`src/rtl/tx_arbiter.sv`:
```
// Round-robin arbiter for the shared UART transmit path: latches the winner's
// status/data, issues one transmit strobe and reports done or start timeout.
module tx_arbiter #(
    parameter int unsigned REQUESTERS    = 4,
    parameter int unsigned WIDTH         = 4,
    parameter int unsigned START_TIMEOUT = 255
) (
    input  logic                            masterClock,
    input  logic                            reset,
    input  logic [REQUESTERS-1:0]           request,
    input  logic [8*REQUESTERS-1:0]         statusIn,
    input  logic [8*WIDTH*REQUESTERS-1:0]   dataIn,
    input  logic                            transmitting,
    output logic [7:0]                      status,
    output logic [8*WIDTH-1:0]              outputData,
    output logic                            transmit,
    output logic [REQUESTERS-1:0]           grant,
    output logic [REQUESTERS-1:0]           done,
    output logic [REQUESTERS-1:0]           error,
    output logic                            busy
);

    localparam int unsigned W  = 8 * WIDTH;
    localparam int unsigned IW = $clog2(REQUESTERS);

    typedef enum logic [1:0] {IDLE, ISSUE, WAIT_START, WAIT_DONE} state_t;

    state_t                state, state_next;
    logic [IW-1:0]         last, last_next;
    logic [IW-1:0]         owner, owner_next;
    logic [15:0]           count, count_next;
    logic [IW-1:0]         pick;
    logic                  found;
    logic [7:0]            sel_status;
    logic [W-1:0]          sel_data;
    logic [7:0]            status_next;
    logic [W-1:0]          data_next;
    logic                  transmit_next;
    logic [REQUESTERS-1:0] grant_next, done_next, error_next;
    logic                  busy_next;

    // Search starts one past the last winner, so the previous owner is lowest priority.
    always_comb begin
        pick  = last;
        found = 1'b0;
        for (int unsigned i = 1; i <= REQUESTERS; i++) begin
            logic [IW-1:0] cand;
            cand = IW'((32'(last) + i) % REQUESTERS);
            if (!found && request[cand]) begin
                found = 1'b1;
                pick  = cand;
            end
        end
    end

    always_comb begin
        sel_status = '0;
        sel_data   = '0;
        for (int unsigned i = 0; i < REQUESTERS; i++) begin
            if (IW'(i) == pick) begin
                sel_status = statusIn[8*i +: 8];
                sel_data   = dataIn[W*i +: W];
            end
        end
    end

    always_comb begin
        state_next    = state;
        last_next     = last;
        owner_next    = owner;
        count_next    = count;
        status_next   = status;
        data_next     = outputData;
        transmit_next = 1'b0;
        grant_next    = grant;
        done_next     = '0;
        error_next    = '0;
        case (state)
            IDLE: begin
                if (found && !transmitting) begin
                    state_next    = ISSUE;
                    owner_next    = pick;
                    status_next   = sel_status;
                    data_next     = sel_data;
                    transmit_next = 1'b1;
                    grant_next    = '0;
                    grant_next[pick] = 1'b1;
                end
            end
            ISSUE: begin
                count_next = '0;
                state_next = WAIT_START;
            end
            WAIT_START: begin
                if (transmitting) begin
                    state_next = WAIT_DONE;
                end else if ((32'(count) + 32'd1) == START_TIMEOUT) begin
                    error_next        = '0;
                    error_next[owner] = 1'b1;
                    grant_next        = '0;
                    last_next         = owner;
                    state_next        = IDLE;
                end else begin
                    count_next = count + 16'd1;
                end
            end
            WAIT_DONE: begin
                if (!transmitting) begin
                    done_next        = '0;
                    done_next[owner] = 1'b1;
                    grant_next       = '0;
                    last_next        = owner;
                    state_next       = IDLE;
                end
            end
            default: state_next = IDLE;
        endcase
        busy_next = (state_next != IDLE);
    end

    always_ff @(posedge masterClock or posedge reset) begin
        if (reset) begin
            state      <= IDLE;
            last       <= IW'(REQUESTERS - 1);
            owner      <= '0;
            count      <= '0;
            status     <= '0;
            outputData <= '0;
            transmit   <= 1'b0;
            grant      <= '0;
            done       <= '0;
            error      <= '0;
            busy       <= 1'b0;
        end else begin
            state      <= state_next;
            last       <= last_next;
            owner      <= owner_next;
            count      <= count_next;
            status     <= status_next;
            outputData <= data_next;
            transmit   <= transmit_next;
            grant      <= grant_next;
            done       <= done_next;
            error      <= error_next;
            busy       <= busy_next;
        end
    end

endmodule

```
`config.mk`:
```
export PLATFORM = sky130hd
export DESIGN_NAME = tx_arbiter
export DESIGN_NICKNAME = d
export VERILOG_FILES = /design/src/rtl/tx_arbiter.sv
export SDC_FILE = /design/constraint.sdc
export NUM_CORES = 1
export LEC_CHECK = 0
export CAP_MARGIN = 10
export CORE_ASPECT_RATIO = 0.8
export CORE_MARGIN = 4
export CORE_UTILIZATION = 43
export CTS_BUF_LIST = sky130_fd_sc_hd__clkbuf_8
export CTS_CLUSTER_DIAMETER = 200
export CTS_CLUSTER_SIZE = 30
export DETAILED_ROUTE_END_ITERATION = 12
export PLACE_DENSITY = 0.83
export SLEW_MARGIN = 20
export SYNTH_ARGS = -nofsm -noshare
export SYNTH_HDL_FRONTEND = slang
export SYNTH_SLANG_ARGS = --single-unit
```
`constraint.sdc`:
```
create_clock -name masterClock -period 3.2 [get_ports masterClock]
set_input_delay 0.48 -clock masterClock [delete_from_list [all_inputs] [get_ports masterClock]]
set_output_delay 0.48 -clock masterClock [all_outputs]
set_load 0.01 [all_outputs]
```
==> results.sh, run 1 <==
export IMPL_drive_gt1_share_pct=11.7
export IMPL_yosys_area_top_type="dfrtp_1"
export IMPL_gr_total_overflow=0
export IMPL_cts_resized=0
export IMPL_met2_wirelength_mm=7.96
export IMPL_initial_utilization_pct=44.5
export IMPL_wl_per_cell_um=19.8
export IMPL_syn_area_um2=4610
export IMPL_seqPwrFrac_pct=29.8
export IMPL_fin_crit_sh_pct=84.6
export IMPL_dieArea_um2=12500
export IMPL_grt_max_degree=48
export IMPL_viasPerCell=5.55
export IMPL_synth_edf_count=0
export IMPL_routed_wl_mm=16.2
export IMPL_cts_path_max_buffers=2
export IMPL_portBuffers=220
export IMPL_seq_area_frac_synth_pct=41.3
export IMPL_num_rows=33
export IMPL_finalHoldViolCount=0
export IMPL_max_cap_violations=0
export IMPL_htree_levels=3
export IMPL_clk_latency_ps=350
export IMPL_rsz0062_at_grt="false"
export IMPL_root_buffer="clkbuf_8"
export IMPL_p_int_mw=3.13
export IMPL_synth_xor_area_share_pct=0.570
export IMPL_final_core_utilization_pct=69.1
export IMPL_whs_ps=476
export IMPL_ys_warn_count=0
export IMPL_worstHoldPathType="reg -> reg"
export IMPL_tightestPinTransition_ps=831
export IMPL_leakagePower_nw=3.02
export IMPL_gp_congestion=0.967
export IMPL_ir_worst_vdd_uv=509
export IMPL_power_density_nw_per_um2=709
export IMPL_cpMaxStageDelayCell="or3_1"
export IMPL_synthCells=466
export IMPL_power_frac_comb_pct=55.9
export IMPL_path_class="reg -> reg"
export IMPL_synthArstFlopShare_pct=100
export IMPL_finClkSkew_ps=15.6
export IMPL_postRouteAntennaNets=0
export IMPL_grt_pass1_vias=4594
export IMPL_core_area_um2=10400
export IMPL_layout_setup_ws_ps=494
export IMPL_fmax_mhz=370
export IMPL_hold_buffers=0
export IMPL_worst_ep_required_time_ps=3410
export IMPL_tritoncts="yes"
export IMPL_outcome="completed"
export IMPL_endpoint_kind="flip-flop"
export IMPL_yosys_area_share_adder_pct=1.90
export IMPL_worstPathArrival_ps=2920
export IMPL_synth_top_family_by_area="simple AND/OR/NAND/NOR gates"
export IMPL_netlist_top_cells_area="dfrtp_1 40%, mux4_2 20%, nand2_1 12%"
export IMPL_drv_slew=0
export IMPL_grt_pass1_wl_mm=24.6
export IMPL_synthSimpleGateAreaFrac_pct=24.3
export IMPL_synth_compound_area_share_pct=7.60
export IMPL_drc=0
export IMPL_r2r_end="busy"
export IMPL_cp_max_fo=9
export IMPL_crit_path_end="busy"
export IMPL_layout_min_cycle_time_ps=2710
export IMPL_dp_hpwl_mm=12.6
export IMPL_cp_depth=8
export IMPL_ys_seq_elements=76
export IMPL_muxShareOfSynthArea_pct=20.9
export IMPL_synth_nets=640
export IMPL_crit_chain="ha_1 > nand4_2 > nor3_1 > mux2i_1 > o21ai_1 > or3_1 > nor4_2 > nor2_1"
export IMPL_dp_slack_ps=437
export IMPL_numCtsBuffers=9
export IMPL_rr_worst_depth=8
export IMPL_crit_path_max_incr_delay_ps=550
export IMPL_drtIter0Drc=513
export IMPL_cp_startpoint="count[1]"
export IMPL_final_cell_area_um2=7160
export IMPL_grt_use_total_pct=26.2
export IMPL_synth_top_area_share_pct=40.2
export IMPL_num_vias=4557
export IMPL_firstDrtPassIters=5
export IMPL_fin_setup_tns_ps=0
export IMPL_wl_met3_mm=1.64
export IMPL_antenna_cells=0
export IMPL_ys_flop_type="dfrtp_1"
export IMPL_path_buf_inv=0
export IMPL_setup_viol=0
export IMPL_p_sw_mw=1.94
export IMPL_swShare_pct=38.3
export IMPL_dpl_cell_count=805
export IMPL_instances_no_fill=821
export IMPL_dpl_instance_area_um2=6970
export IMPL_area_delta_synth_final_pct=55.3
export IMPL_critical_path_top_delay_family="simple AND/OR/NAND/NOR gates"
export IMPL_regToRegSetupSlack_ps=490
export IMPL_clockPowerShare_pct=14.3
export IMPL_die_h_um=101
export IMPL_nNetsFinal=850
export IMPL_timing_slew_headroom_pct=44.4
export IMPL_final_cell_mix="220 x clkdlybuf4s50_1, 149 x nand2_1, 74 x dfrtp_1, 40 x mux4_2, 27 x nor2_1"
export IMPL_clkTransAtPathRegs_ps=80
export IMPL_synth_cell_type_count=57
export IMPL_r2r_start="count[1]"
export IMPL_finalPower_mw=5.08
export IMPL_antenna_found_initial=1
export IMPL_cts_setup_buffers=0
export IMPL_dieWidth_um=124
export IMPL_ios=221
export IMPL_m1WireLength_mm=5.98
export IMPL_final_common_cell="clkdlybuf4s50_1"
export IMPL_top_layer_used="met5"
export IMPL_avgSynthCellArea_um2=9.90
export IMPL_cts_num_sinks=76
export IMPL_worst_setup_path_start_kind="flip-flop"
## logic make-up after synthesis
family,Yosys count
compound gates,55
simple gates,243
xor+xnor,3
buf+inv,36
flops,76
fa+ha+maj,7
mux,46
## per-layer routing
metal	track usage [%]	vias to the layer above
met5	0	-
met4	11.0	2
met3	7.46	45
met2	42.0	247
met1	33.3	2183
li1	-	2080
## cell type report
cell class,instances,area (µm²)
Fill cell,764,3200
Multi-Input combinational cell,354,2570
Timing Repair Buffer,227,2290
Sequential cell,76,1900
Tap cell,140,175
Clock buffer,9,124
Clock inverter,7,67.6
Inverter,8,30.0
## cells in the mapped netlist, types with 3 or more instances
| master | number |
|---|---|
| nor2b_1 | 7 |
| buf_1 | 5 |
| inv_1 | 8 |
| a31oi_1 | 6 |
| o21ai_1 | 3 |
| clkbuf_1 | 14 |
| nor2_1 | 27 |
| o31ai_1 | 4 |
| nor4_2 | 3 |
| mux4_2 | 40 |
| a21o_1 | 3 |
| nand2_1 | 149 |
| a21oi_1 | 7 |
| nand2b_1 | 7 |
| ha_1 | 7 |
| dfrtp_1 | 74 |
| a22oi_1 | 3 |
| buf_2 | 5 |
| nand3_1 | 12 |
| mux2i_1 | 4 |
| nand4_1 | 5 |
| nor3_1 | 10 |
| o21ai_0 | 16 |
## registers in the layout (all words and copies together) (netlist names)
register    count
grant           4
state           2
owner           2
transmit        1
outputData     32
count          16
done            4
status          8
busy            1
error           4
last            2
## tightest hold or removal path: cells and delay by family (launching register included)
kind	cells	cell delay, ps
AND/OR/NAND/NOR	2	110
flip-flops	1	340
## how the worst min path moves through the flow
stage | startpoint | endpoint | cells past startpoint
3_5_place_dp | outputData[1] | outputData[1] | 2
4_1_cts | outputData[3] | outputData[3] | 2
5_1_grt | outputData[4] | outputData[4] | 2
3_3_place_gp | outputData[26] | outputData[26] | 2
2_1_floorplan | owner[0] | error[0] | 1
6_report | outputData[19] | outputData[19] | 2
## power groups by stage
stage          logic [mW]  clock network [mW]  registers, mW
2_1_floorplan        1.52                   0           1.62
3_3_place_gp         2.76                   0           1.51
3_5_place_dp         2.84                   0           1.52
4_1_cts              2.86               0.746           1.51
5_1_grt              3.09               0.784           1.56
6_report             2.84               0.726           1.51
No activity file was read; power rests on OpenSTA's default activity.
==> inputs of run 2 (changes only) <==
- clock period: 3.2 -> 2.8 ns (I/O delays scaled with it)
==> results.sh, run 2 (synthesis gave the netlist of run 1 again) <==
export IMPL_regToRegSetupSlack_ps=240
export IMPL_swShare_pct=36.9
export IMPL_grt_use_total_pct=26.5
export IMPL_nFillCells=736
export IMPL_seqPwrFrac_pct=28.9
export IMPL_path_class="reg -> reg"
export IMPL_finalPower_mw=6.03
export IMPL_dpl_instance_area_um2=7030
export IMPL_worst_ep_required_time_ps=3090
export IMPL_htree_levels=3
export IMPL_final_common_cell="clkdlybuf4s50_1"
export IMPL_p_int_mw=3.80
export IMPL_gp_congestion=0.963
export IMPL_endpoint_kind="flip-flop"
export IMPL_tightestPinTransition_ps=724
export IMPL_portBuffers=220
export IMPL_viasPerCell=5.57
export IMPL_antenna_cells=0
export IMPL_clockPowerShare_pct=16.7
export IMPL_core_area_um2=10400
export IMPL_power_frac_comb_pct=54.4
export IMPL_die_h_um=101
export IMPL_drive_gt1_share_pct=13.1
export IMPL_clkTransAtPathRegs_ps=80
export IMPL_finalHoldViolCount=0
export IMPL_tritoncts="yes"
export IMPL_routed_wl_mm=16.3
export IMPL_fin_crit_sh_pct=91.4
export IMPL_dieArea_um2=12500
export IMPL_top_register="outputData"
export IMPL_num_vias=4608
export IMPL_setup_viol=0
export IMPL_drtIter0Drc=430
export IMPL_top_regs="outputData (32), count (16), status (8)"
export IMPL_clk_latency_ps=360
export IMPL_cts_num_sinks=76
export IMPL_dieWidth_um=124
export IMPL_ios=221
export IMPL_finClkSkew_ps=11.4
export IMPL_numCtsBuffers=9
export IMPL_worstPathArrival_ps=2840
export IMPL_p_sw_mw=2.22
export IMPL_worst_setup_path_start_kind="flip-flop"
export IMPL_grt_pass1_wl_mm=24.8
export IMPL_nNetsFinal=856
export IMPL_r2r_end="error[2]"
export IMPL_timing_slew_headroom_pct=51.6
export IMPL_firstDrtPassIters=4
export IMPL_drv_slew=0
export IMPL_worstHoldPathType="in -> async"
export IMPL_hold_buffers=0
export IMPL_drc=0
export IMPL_fin_setup_tns_ps=0
export IMPL_largest_reg_flops=32
export IMPL_cp_startpoint="count[1]"
export IMPL_root_buffer="clkbuf_8"
export IMPL_antenna_found_initial=0
export IMPL_final_cell_area_um2=7280
export IMPL_grt_max_degree=77
export IMPL_dp_hpwl_mm=12.7
export IMPL_grt_pass1_vias=4520
export IMPL_r2r_start="count[1]"
export IMPL_max_cap_violations=0
export IMPL_final_cell_mix="220 x clkdlybuf4s50_1, 149 x nand2_1, 74 x dfrtp_1, 40 x mux4_2, 27 x nor2_1"
export IMPL_power_density_nw_per_um2=828
export IMPL_postRouteAntennaNets=0
export IMPL_area_delta_synth_final_pct=57.8
export IMPL_leakagePower_nw=3.07
export IMPL_cts_path_max_buffers=2
export IMPL_layout_min_cycle_time_ps=2560
export IMPL_initial_utilization_pct=44.5
export IMPL_gr_total_overflow=0
export IMPL_rsz0062_at_grt="false"
export IMPL_ir_worst_vdd_uv=455
export IMPL_fmax_mhz=391
export IMPL_outcome="completed"
export IMPL_num_rows=33
export IMPL_rr_worst_depth=8
export IMPL_wl_per_cell_um=19.8
export IMPL_cp_max_fo=9
## run 2: critical path: stages, from the launching register on
cell and delay, ps:
dfrtp_1 450, ha_1 310, nand4_2 250, nor3_1 270, mux2i_1 210, o21ai_1 140
or3_4 470, or2_4 270, nor2_1 120
## run 2: worst max path at each step
stage / to / slack (ps)
2_1_floorplan: busy / 440
3_3_place_gp: outputData[2] / 250
3_5_place_dp: outputData[31] / 180
4_1_cts: error[2] / 160
5_1_grt: error[2] / 80
6_report: error[2] / 240
## run 2: area by class of cell
cell class | instances | area (µm²) | share of cell area [%]
clock buffer | 9 | 124 | 1.70
clock inverter | 7 | 115 | 1.58
inverter | 8 | 30.0 | 0.413
multi-input combinational | 354 | 2580 | 35.4
sequential | 76 | 1900 | 26.2
tap | 140 | 175 | 2.41
timing repair buffer | 233 | 2350 | 32.3
## run 2: per-layer routing
| metal | vias to the layer above | share of wire [%] | wire length, µm | global-route usage, % |
|---|---|---|---|---|
| li1 | 2082 | - | - | - |
| met1 | 2242 | 39 | 6320 | 34.1 |
| met3 | 44 | 8.7 | 1420 | 7.13 |
| met2 | 240 | 49 | 7940 | 43.0 |
| met4 | 0 | 4.0 | 652 | 9.79 |
| met5 | - | 0 | 0 | 0 |
## run 2: repair_timing
item                       in CTS  in global routing
setup endpoints to repair       0                  8
buffers inserted                0                  0
resized for setup               0                  2
## run 2: through the flow
step | worst slack (ps) | hold WS (ps) | utilization (%) | cells
after floorplan | 445 | 500 | - | 466
after global placement | 251 | 458 | 67.8 | 811
after detailed placement | 180 | 461 | 67.8 | 811
after CTS | 157 | 482 | 70.1 | 827
after global routing | 76.0 | 513 | 70.2 | 827
final | 242 | 477 | 70.2 | 827
## run 2: power groups by stage
stage          Clock, mW  Sequential, mW  Combinational [mW]
2_1_floorplan          0            1.85                1.73
3_3_place_gp           0            1.73                3.19
3_5_place_dp           0            1.75                3.27
4_1_cts             1.03            1.74                3.30
5_1_grt             1.08            1.79                3.56
6_report            1.01            1.74                3.28
==> inputs of run 3 (changes only) <==
- CORE_UTILIZATION: 43 -> 38
- PLACE_DENSITY: 0.83 -> 0.78
- clock period: 2.8 -> 2.3 ns (I/O delays scaled with it)
==> results.sh, run 3 (synthesis gave the netlist of run 1 again) <==
export IMPL_htree_levels=3
export IMPL_worst_setup_path_start_kind="flip-flop"
export IMPL_gr_usage_met2_pct=40.7
export IMPL_max_cap_violations=0
export IMPL_path_class="reg -> reg"
export IMPL_dp_slack_ps=-204
export IMPL_numCtsBuffers=9
export IMPL_nNetsFinal=906
export IMPL_ios=221
export IMPL_grt_use_total_pct=24.0
export IMPL_finalHoldViolCount=0
export IMPL_timing_slew_headroom_pct=70.6
export IMPL_die_h_um=107
export IMPL_power_frac_comb_pct=55.1
export IMPL_root_buffer="clkbuf_8"
export IMPL_register_area_um2=1910
export IMPL_cts_num_sinks=76
export IMPL_power_density_nw_per_um2=1000
export IMPL_postRouteAntennaNets=0
export IMPL_worstPathArrival_ps=2540
export IMPL_antenna_found_initial=0
export IMPL_multi_input_area_um2=2770
export IMPL_final_common_cell="clkdlybuf4s50_1"
export IMPL_use_met1_pct=30.4
export IMPL_gp_congestion=0.947
export IMPL_cpMaxStageDelayCell="dfrtp_2"
export IMPL_top_register="outputData"
export IMPL_leakagePower_nw=3.48
export IMPL_endpoint_kind="flip-flop"
export IMPL_dp_hpwl_mm=13.6
export IMPL_top_regs="outputData (32), count (16), status (8)"
export IMPL_drc=0
export IMPL_final_cell_area_um2=7980
export IMPL_nFillCells=819
export IMPL_gr_total_overflow=0
export IMPL_initial_utilization_pct=39.4
export IMPL_clockPowerShare_pct=18.3
export IMPL_clkTransAtPathRegs_ps=80
export IMPL_worstHoldPathType="in -> async"
export IMPL_largest_reg_flops=32
export IMPL_hold_buffers=0
export IMPL_clk_latency_ps=350
export IMPL_p_sw_mw=2.87
export IMPL_ir_worst_vdd_uv=522
export IMPL_antenna_cells=0
export IMPL_firstDrtPassIters=5
export IMPL_tritoncts="yes"
export IMPL_num_vias=4746
export IMPL_cp_max_fo=5
export IMPL_viasPerCell=5.36
export IMPL_seqPwrFrac_pct=26.6
export IMPL_wl_per_cell_um=20.1
export IMPL_drive_gt1_share_pct=22.1
export IMPL_grt_pass1_wl_mm=26.5
export IMPL_tightestPinTransition_ps=439
export IMPL_dpl_instance_area_um2=7360
export IMPL_setup_viol=0
export IMPL_dieArea_um2=14000
export IMPL_drv_slew=0
export IMPL_p_int_mw=5.15
export IMPL_dieWidth_um=131
export IMPL_core_area_um2=11700
export IMPL_fin_setup_tns_ps=0
export IMPL_grt_busiest_layer="met2"
export IMPL_fin_crit_sh_pct=99.1
export IMPL_drtIter0Drc=357
export IMPL_portBuffers=220
export IMPL_final_cell_mix="220 x clkdlybuf4s50_1, 147 x nand2_1, 70 x dfrtp_1, 51 x buf_4, 40 x mux4_2"
export IMPL_outcome="completed"
export IMPL_crit_chain="nand3_1 > nor4_4 > mux2i_2 > a21oi_4 > or3_4 > or2_4 > nor3_2"
export IMPL_routed_wl_mm=17.8
export IMPL_cts_path_max_buffers=2
export IMPL_worst_ep_required_time_ps=2560
export IMPL_final_core_utilization_pct=68.3
export IMPL_grt_pass1_vias=4809
export IMPL_layout_setup_ws_ps=21.7
export IMPL_finClkSkew_ps=12.9
export IMPL_rsz0062_at_grt="true"
export IMPL_fmax_mhz=439
export IMPL_num_rows=35
export IMPL_crit_path_max_incr_delay_ps=460
export IMPL_use_met3_pct=5.68
export IMPL_grt_max_degree=61
export IMPL_swShare_pct=35.8
export IMPL_area_delta_synth_final_pct=73.1
export IMPL_layout_min_cycle_time_ps=2280
[run 3: cell types whose count changed in the layout (fill, tap and decap cells not counted), sizes merged]
cell and delta:
clkinv -2, bufinv +2, clkinvlp -2, or3 +1, inv +2, buf +47
clkbuf +2
[run 3: power groups by stage]
stage,clock [mW],sequential (mW),combinational (mW)
3_5_place_dp,0,2.14,4.16
5_1_grt,1.54,2.18,4.76
4_1_cts,1.49,2.12,4.20
3_3_place_gp,0,2.12,4.08
6_report,1.47,2.13,4.42
2_1_floorplan,0,2.25,2.11
[run 3: repair_timing]
item | 4_1_cts | 5_1_grt
cloned | 1 | 2
setup endpoints to repair | 18 | 29
endpoints found under the hold margin | 0 | 0
pin swaps | 6 | 7
setup buffers | 3 | 5
gates resized for setup | 16 | 26
[run 3: worst paths after layout]
check	slack, ps	to	from	depth (start not counted)
max	20	error[0]	count[4]	7
min	310	busy	reset	2
max reg2reg	20	error[0]	count[4]	7
min reg2reg	480	outputData[12]	outputData[12]	2
max in group asynchronous	1280	last[1]	reset	3
min in group masterClock	480	outputData[12]	outputData[12]	2
[run 3: area by class of cell]
type / instances / share of cell area (%)
timing repair buffer: 282 / 35.1
multi-input combinational: 355 / 34.7
sequential: 76 / 23.9
tap: 148 / 2.32
clock inverter: 7 / 2.04
clock buffer: 9 / 1.55
inverter: 8 / 0.376
[run 3: per-stage QoR]
| stage | power, mW | hold WS [ps] | instances |
|---|---|---|---|
| finish | 8.02 | 312 | 885 |
| detailed placement | 6.30 | 462 | 858 |
| global route | 8.48 | 344 | 885 |
| global placement | 6.20 | 457 | 858 |
| CTS | 7.81 | 319 | 878 |
| floorplan | 4.36 | 500 | 466 |
[run 3: critical path: cells and delay by family, from the launching register on]
family          cells  cell delay [ps]
flops               1              460
compound gates      1               70
simple gates        5             1360
mux                 1              310
[run 3: per-layer routing]
layer	part of all wire (%)	routed length, µm	vias to the layer above
li1	-	-	2188
met1	39	7010	2314
met2	50	8920	211
met3	7.3	1300	33
met4	2.9	521	0
met5	0	0	-
